--- config.mk ---
export PLATFORM = sky130hd
export DESIGN_NAME = universal_shift_register
export DESIGN_NICKNAME = d
export VERILOG_FILES = /design/src/rtl/universal_shift_register.sv
export SDC_FILE = /design/constraint.sdc
export NUM_CORES = 1
export LEC_CHECK = 0
export CORE_ASPECT_RATIO = 1.25
export CORE_UTILIZATION = 45
export CTS_CLUSTER_SIZE = 24
export DETAILED_ROUTE_END_ITERATION = 8
export PLACE_DENSITY = 0.85
export SYNTH_ARGS = -nofsm -noshare
export SYNTH_HDL_FRONTEND = slang
export SYNTH_SLANG_ARGS = --single-unit
--- constraint.sdc ---
create_clock -name clk -period 1.9 [get_ports clk]
set_input_delay 0.38 -clock clk [delete_from_list [all_inputs] [get_ports clk]]
set_output_delay 0.38 -clock clk [all_outputs]
set_load 0.1 [all_outputs]
--- src/rtl/universal_shift_register.sv ---
// universal_shift_register: parametrised shift/rotate/load register with multi-step burst mode (busy/done). Ports: clk, rst, en, mode[2:0], sin_l, sin_r, pdata, start, shamt -> out, sout_l, sout_r, busy, done; par when SHREG_PARITY_EN is defined.
module universal_shift_register #(
  parameter int WIDTH = 8,
  parameter logic [WIDTH-1:0] RST_VAL = 8'hB4,
  parameter int CNT_W = $clog2(WIDTH+1)
) (
  input  logic             clk,
  input  logic             rst,
  input  logic             en,
  input  logic [2:0]       mode,
  input  logic             sin_l,
  input  logic             sin_r,
  input  logic [WIDTH-1:0] pdata,
  input  logic             start,
  input  logic [CNT_W-1:0] shamt,
`ifdef SHREG_PARITY_EN
  output logic             par,
`endif
  output logic [WIDTH-1:0] out,
  output logic             sout_l,
  output logic             sout_r,
  output logic             busy,
  output logic             done
);
  typedef enum logic {IDLE, BUSY} state_t;
  state_t state;
  logic [2:0] bmode;
  logic [CNT_W-1:0] cnt;
  logic go, stp;
  logic [2:0] op;
  logic [WIDTH-1:0] nxt;
  always_comb begin
    go  = state == IDLE && start && mode != 3'd0 && mode < 3'd6;
    stp = en && !go;
    op  = state == BUSY ? bmode : mode;
    nxt = !stp          ? out :
          op == 3'd1    ? {sin_r, out[WIDTH-1:1]} :
          op == 3'd2    ? {out[WIDTH-2:0], sin_l} :
          op == 3'd3    ? {out[0], out[WIDTH-1:1]} :
          op == 3'd4    ? {out[WIDTH-2:0], out[WIDTH-1]} :
          op == 3'd5    ? {out[WIDTH-1], out[WIDTH-1:1]} :
          op == 3'd6    ? pdata : out;
  end
  always_ff @(posedge clk) begin
    if (rst) begin
      out   <= RST_VAL;
      state <= IDLE;
      bmode <= 3'd0;
      cnt   <= '0;
      done  <= 1'b0;
    end else begin
      out  <= nxt;
      done <= 1'b0;
      if (go) begin
        bmode <= mode;
        cnt   <= shamt;
        state <= shamt == '0 ? IDLE : BUSY;
        done  <= shamt == '0;
      end else if (state == BUSY && en) begin
        cnt <= cnt - 1'b1;
        if (cnt == CNT_W'(1)) begin
          state <= IDLE;
          done  <= 1'b1;
        end
      end
    end
  end
`ifdef SHREG_PARITY_EN
  always_ff @(posedge clk) par <= rst ? ^RST_VAL : ^nxt;
`endif
  assign busy   = state == BUSY;
  assign sout_l = out[WIDTH-1];
  assign sout_r = out[0];
endmodule

### Word level (Yosys, flattened, before mapping)

Index checks and enable logic that the tools add are counted.
Widths: inputs -> output; s select.

| cells by class | value |
|---|---|
| $add $sub $neg | 1 |
| magnitude comparators | 1 |
| equality and inequality tests | 8 |
| muxes and demuxes | 16 |
| bitwise logic cells | 1 |
| reduce and logical (&&, ||, !) cells | 15 |

Operators with widths:

| operator | count |
|---|---|
| $mux 8 | 6 |
| $eq 3x3->1 const B | 3 |
| $mux 4 | 2 |
| $mux 1 | 7 |
| $eq 3x2->1 const B | 2 |
| $reduce_bool 6->1 | 1 |
| $logic_and 1x1->1 | 5 |
| $ne 5x5->1 const B | 1 |
| $reduce_bool 5->1 | 1 |
| $eq 4x1->1 const B | 1 |
| $logic_not 4->1 | 1 |
| $reduce_and 2->1 | 2 |
| $reduce_bool 2->1 | 2 |
| $sub 4x1->4 const B | 1 |
| $eq 3x1->1 const B | 1 |
| $lt 3x3->1 const B | 1 |
| $mux 3 | 1 |
| $reduce_and 3->1 | 1 |
| $reduce_bool 3->1 | 1 |
| $logic_not 1->1 | 1 |
| $not 1->1 | 1 |

| word-level totals | value |
|---|---|
| flip-flop bits (word level) | 17 |
| bits of input ports | 21 |
| output and inout port bits | 12 |
| word-level logic and storage cells | 48 |

### Depth between registers and ports, before layout

Gate-level depths: netlist of run 1.

| logic depth | value |
|---|---|
| word-level depth | 8 |
| gate-level depth with buffers | 6 |

### Worst setup path after synthesis of run 1

Ideal clock, no wire load.

| timing | value |
|---|---|
| path type | register to register |
| from | reg state (netlist: busy) |
| to | reg out[2] |
| library setup time | 0.120 ns |
| data arrival time | 2.251 ns |
| required time | 1.780 ns |
| path slack | -0.471 ns |
| cell stages (with the launch flop) | 7 |
| period minus slack after synthesis | 2.371 ns |
| cell sequence | dfxtp_1 > buf_6 > mux2i_2 > nand2_2 > o22ai_1 > a221oi_1 > a211o_1 |

| between the ends | value |
|---|---|
| longest elaborated chain between the ends | 7 |
| elaborated cells between the ends (all ways) | 20 |
| those cells by class | eq/ne (6); mux (6); bitwise (1); reduce/logical (7) |

RTL lines:

| what | RTL line | RTL |
|---|---|---|
| from (decl) | 26 | `state_t state;` |
| from (signal assigned) | 57 | `state <= shamt == '0 ? IDLE : BUSY;` |
| $mux 3 or $not 1->1 (tied branches) | 35, 33 |  |
| $eq 3x3->1 or $logic_and 1x1->1 (tied branches) | 41, 33 |  |
| $mux 8 or $logic_and 1x1->1 (tied branches) | 41, 33 |  |
| $mux 8 or $logic_and 1x1->1 (tied branches) | 40, 33 |  |
| $mux 8 or $logic_not 1->1 (tied branches) | 39, 34 |  |
| $mux 8 or $logic_and 1x1->1 (tied branches) | 38, 34 |  |
| $mux 8 or $reduce_and 2->1 (tied branches) | - |  |
| to (signal assigned) | 52 | `out <= nxt;` |
| to (decl) | 19 | `output logic [WIDTH-1:0] out,` |

Several ways; a longest one is shown, not always the timed one. The select of a mux whose other input is x is not followed.
A chain may end at the register's enable or synchronous reset.

### Worst setup path in the final report of run 1

| timing | value |
|---|---|
| from | in mode[0] |
| to | reg out[2] |

| between the ends | value |
|---|---|
| longest elaborated chain between the ends | 7 |
| elaborated cells between the ends (all ways) | 20 |
| those cells by class | order compare (1); eq/ne (6); mux (6); reduce/logical (7) |

RTL lines:

| what | RTL line | RTL |
|---|---|---|
| from (decl) | 10 | `input logic [2:0] mode,` |
| $mux 3 | 35 | `op = state == BUSY ? bmode : mode;` |
| $eq 3x3->1 | 41 | `op == 3'd5 ? {out[WIDTH-1], out[WIDTH-1:1]} :` |
| $mux 8 | 41 |  |
| $mux 8 | 40 | `op == 3'd4 ? {out[WIDTH-2:0], out[WIDTH-1]} :` |
| $mux 8 | 39 | `op == 3'd3 ? {out[0], out[WIDTH-1:1]} :` |
| $mux 8 | 38 | `op == 3'd2 ? {out[WIDTH-2:0], sin_l} :` |
| $mux 8 | 37 | `op == 3'd1 ? {sin_r, out[WIDTH-1:1]} :` |

Several ways; a longest one is shown, not always the timed one. The select of a mux whose other input is x is not followed.

==> summary.txt, run 1 <==
Status
  • Status: finished, final reports clean

Routing
  • Detail Route Antenna Nets: 0
  • Routed wire length: 3253 um
  • Post-route DRC: 0
  • Routed length per instance: 15.20 um
  • Detailed-router iteration count before antenna repair: 4
  • Average vias per placed instance: 5.678
  • DR iter-0 viols: 35
  • DR vias: 1215

Setup path
  • Required @ worst endpoint: 2.15 ns
  • Slowest library cell on the worst path: clkdlybuf4s50_1
  • CP max stage delay: 0.44 ns
  • Crit path kind: input port to register
  • CP Capture Type: register
  • Critical-path cell list: clkdlybuf4s50_1, mux2_2, buf_12, a21oi_4, o21ai_0, a221oi_1, a211o_1
  • Startpoint Class: input port
  • CP Max Fanout: 6
  • Critical path data arrival time: 2.06 ns

Global route
  • First-pass GRT wire length: 5112 um
  • Gr usage total: 25.96%
  • Largest net degree at the start of global routing: 11
  • Vias in the first global route: 1171
  • GRT overflow: 0
  • Initial antenna violation count: 0

STA
  • Worst slew pin tran: 0.4271 ns
  • Worst hold slack: 0.4918 ns
  • Rel. slew slack: 71.15%
  • Setup TNS: 0 ns
  • Final setup fails: 0
  • Final Slew Violations: 0
  • Max Fclk: 554.8 MHz
  • Setup ws final: 0.09753 ns
  • Tcrit/Tclk final: 94.87%
  • Final Skew: 0.001412 ns
  • Final Hold Viols: 0
  • Final min period: 1.802 ns

Synth
  • Seq/Total Area, Yosys: 29.73%
  • Post-synth EDFFs: 0
  • Yosys reg bits: 17
  • Most area-consuming cells after synthesis: dfxtp_1 (30%), a221oi_1 (6.9%), nor2_1 (4.3%)
  • Syn Nets: 156
  • Area leader, netlist: dfxtp_1
  • Synthesized netlist cell count: 133
  • Post-synthesis cell area: 0.001145 mm^2
  • Mean Syn Cell Area: 8.608 um^2
  • Fraction of registers with async set/reset: 0%
  • Yosys warns: 0
  • Ys flop type: dfxtp_1
  • Post-synth top area share: 29.73%
  • Synth unique cells: 42

Finish
  • Multi-input gate area: 770.7 um^2
  • FF+latch area: 344.1 um^2
  • Non-Filler Instances: 214
  • Fin util: 73.66%
  • FILL cells: 192
  • Share of cells above drive strength 1: 27.07%
  • N_diodes: 0
  • Final #Nets: 205
  • Area delta synth->final: 56.17%

Power
  • Static Leakage: 0.7190 nW
  • VDD IR max: 0.0005204 V
  • P per Cell Area: 727.5 mW/mm^2

Clock network
  • Hold buffers post-CTS: 0
  • Num CTS Buffers: 3
  • Worst-Skew Late Latency: 0.30 ns
  • Clock tree buffer depth: 2
  • CTS tree: done
  • H-Tree Depth: 1
  • Clk sink count: 17
  • Root Buffer: clkbuf_4
  • Clock transition at path regs: 0.10 ns

Placement
  • Port Buffers: 32
  • Cells after DPL: 210
  • Dpl ws: -0.2876 ns
  • Placer Congestion: 0.9580
  • Placed wire-length estimate: 2612 um

Floorplan
  • Core ar.: 0.002427 mm^2
  • Row cnt: 20
  • Die span in x: 47.12 um
  • Die height: 58.40 um
  • Starting Density: 47.16%
  • Io pins: 33
  • DIE AREA: 0.002751 mm^2

Worst hold path
  • Worst min path class: register to register

Run
  • Max Cap Violations: 0
## logic make-up after synthesis
group           Yosys count  synth area share, %
flops                    17                29.73
compound gates           45                30.27
xor+xnor                  2                1.530
fa+ha+maj                 2                2.185
simple gates             51                22.95
buf+inv                   9                4.370
mux                       7                8.961
## cell usage in the layout (no fill, tap or decap), types with 3 or more instances in the layout
| master | count |
|---|---|
| dfxtp_1 | 16 |
| clkdlybuf4s50_1 | 18 |
| a221oi_1 | 9 |
| a21o_1 | 3 |
| nand2b_1 | 4 |
| inv_1 | 3 |
| nor2b_1 | 3 |
| nor2_1 | 13 |
| o22ai_1 | 3 |
| nor3_1 | 5 |
| o21ai_0 | 7 |
| mux2_2 | 3 |
| a211o_1 | 3 |
| buf_12 | 13 |
| nand3_1 | 4 |
| nand2_1 | 9 |
| a22oi_1 | 4 |
| clkbuf_4 | 3 |
| buf_4 | 17 |
| a21oi_1 | 5 |
## final cells by class
cell class	count	share of cell area [%]
inverter	3	0.6298
clock inverter	1	0.2799
timing repair buffer	50	33.17
tap	33	2.309
multi-input combinational	107	43.11
sequential	17	19.24
clock buffer	3	1.260
## worst paths after layout
kind	end	depth (start not counted)	from	slack [ns]
setup / recovery	out[2]	7	mode[0]	0.1
hold / removal	cnt[3]	2	cnt[3]	0.49
setup reg to reg	out[2]	6	busy	0.16
hold reg to reg	cnt[3]	2	cnt[3]	0.49
## sequential cells by signal, summed over array words and instances, names as in the netlist
| name | cells |
|---|---|
| bmode | 3 |
| busy | 1 |
| cnt | 4 |
| done | 1 |
| out | 8 |
## per-stage QoR
step           cell area [um^2]  power [mW]
3_3_place_gp               1739       1.086
4_1_cts                    1767       1.297
5_1_grt                    1788       1.353
3_5_place_dp               1739       1.100
2_1_floorplan              1149      0.8329
6_report                   1788       1.301
## repair_timing
item | CTS | global route
setup endpoints to repair | 0 | 10
setup buffers | 0 | 0
gates resized for setup | 0 | 6
## worst max-delay path: cells and delay by family
family	cells	cell delay, ns
buffers and inverters	2	0.58
AO/OA/AOI/OAI	4	0.77
multiplexers	1	0.32
## per-layer routing
metal	vias up	wire (um)	GRT usage (%)
li1	605	-	-
met2	43	1785	50.20
met4	0	59	8.980
met5	-	0	0
met3	6	106	2.454
met1	561	1302	27.45
## power by group
part	switching (mW)	internal [mW]
sequential	0.0518	0.390
clock	0.122	0.0785
combinational	0.372	0.286
## cells in the mapped netlist (3+ instances only)
master / count
a211o_1: 3
a21o_1: 3
a21oi_1: 5
a221oi_1: 9
a22oi_1: 4
and2_1: 3
dfxtp_1: 17
inv_1: 3
mux2_2: 3
nand2_1: 9
nand2b_1: 4
nand3_1: 4
nor2_1: 13
nor2b_1: 3
nor3_1: 5
o21ai_0: 7
o22ai_1: 3
Note: power is estimated with default switching activity, not from simulation.
==> inputs of run 2 (changes only) <==
--- a/config.mk
+++ b/config.mk
@@ -5,6 +5,7 @@
 export SDC_FILE = /design/constraint.sdc
 export NUM_CORES = 1
 export LEC_CHECK = 0
+export CAP_MARGIN = 0
 export CORE_ASPECT_RATIO = 1.25
 export CORE_UTILIZATION = 45
 export CTS_CLUSTER_SIZE = 24
==> results of run 2 <==
Final layout, timing and power as in run 1 (identical DEF).
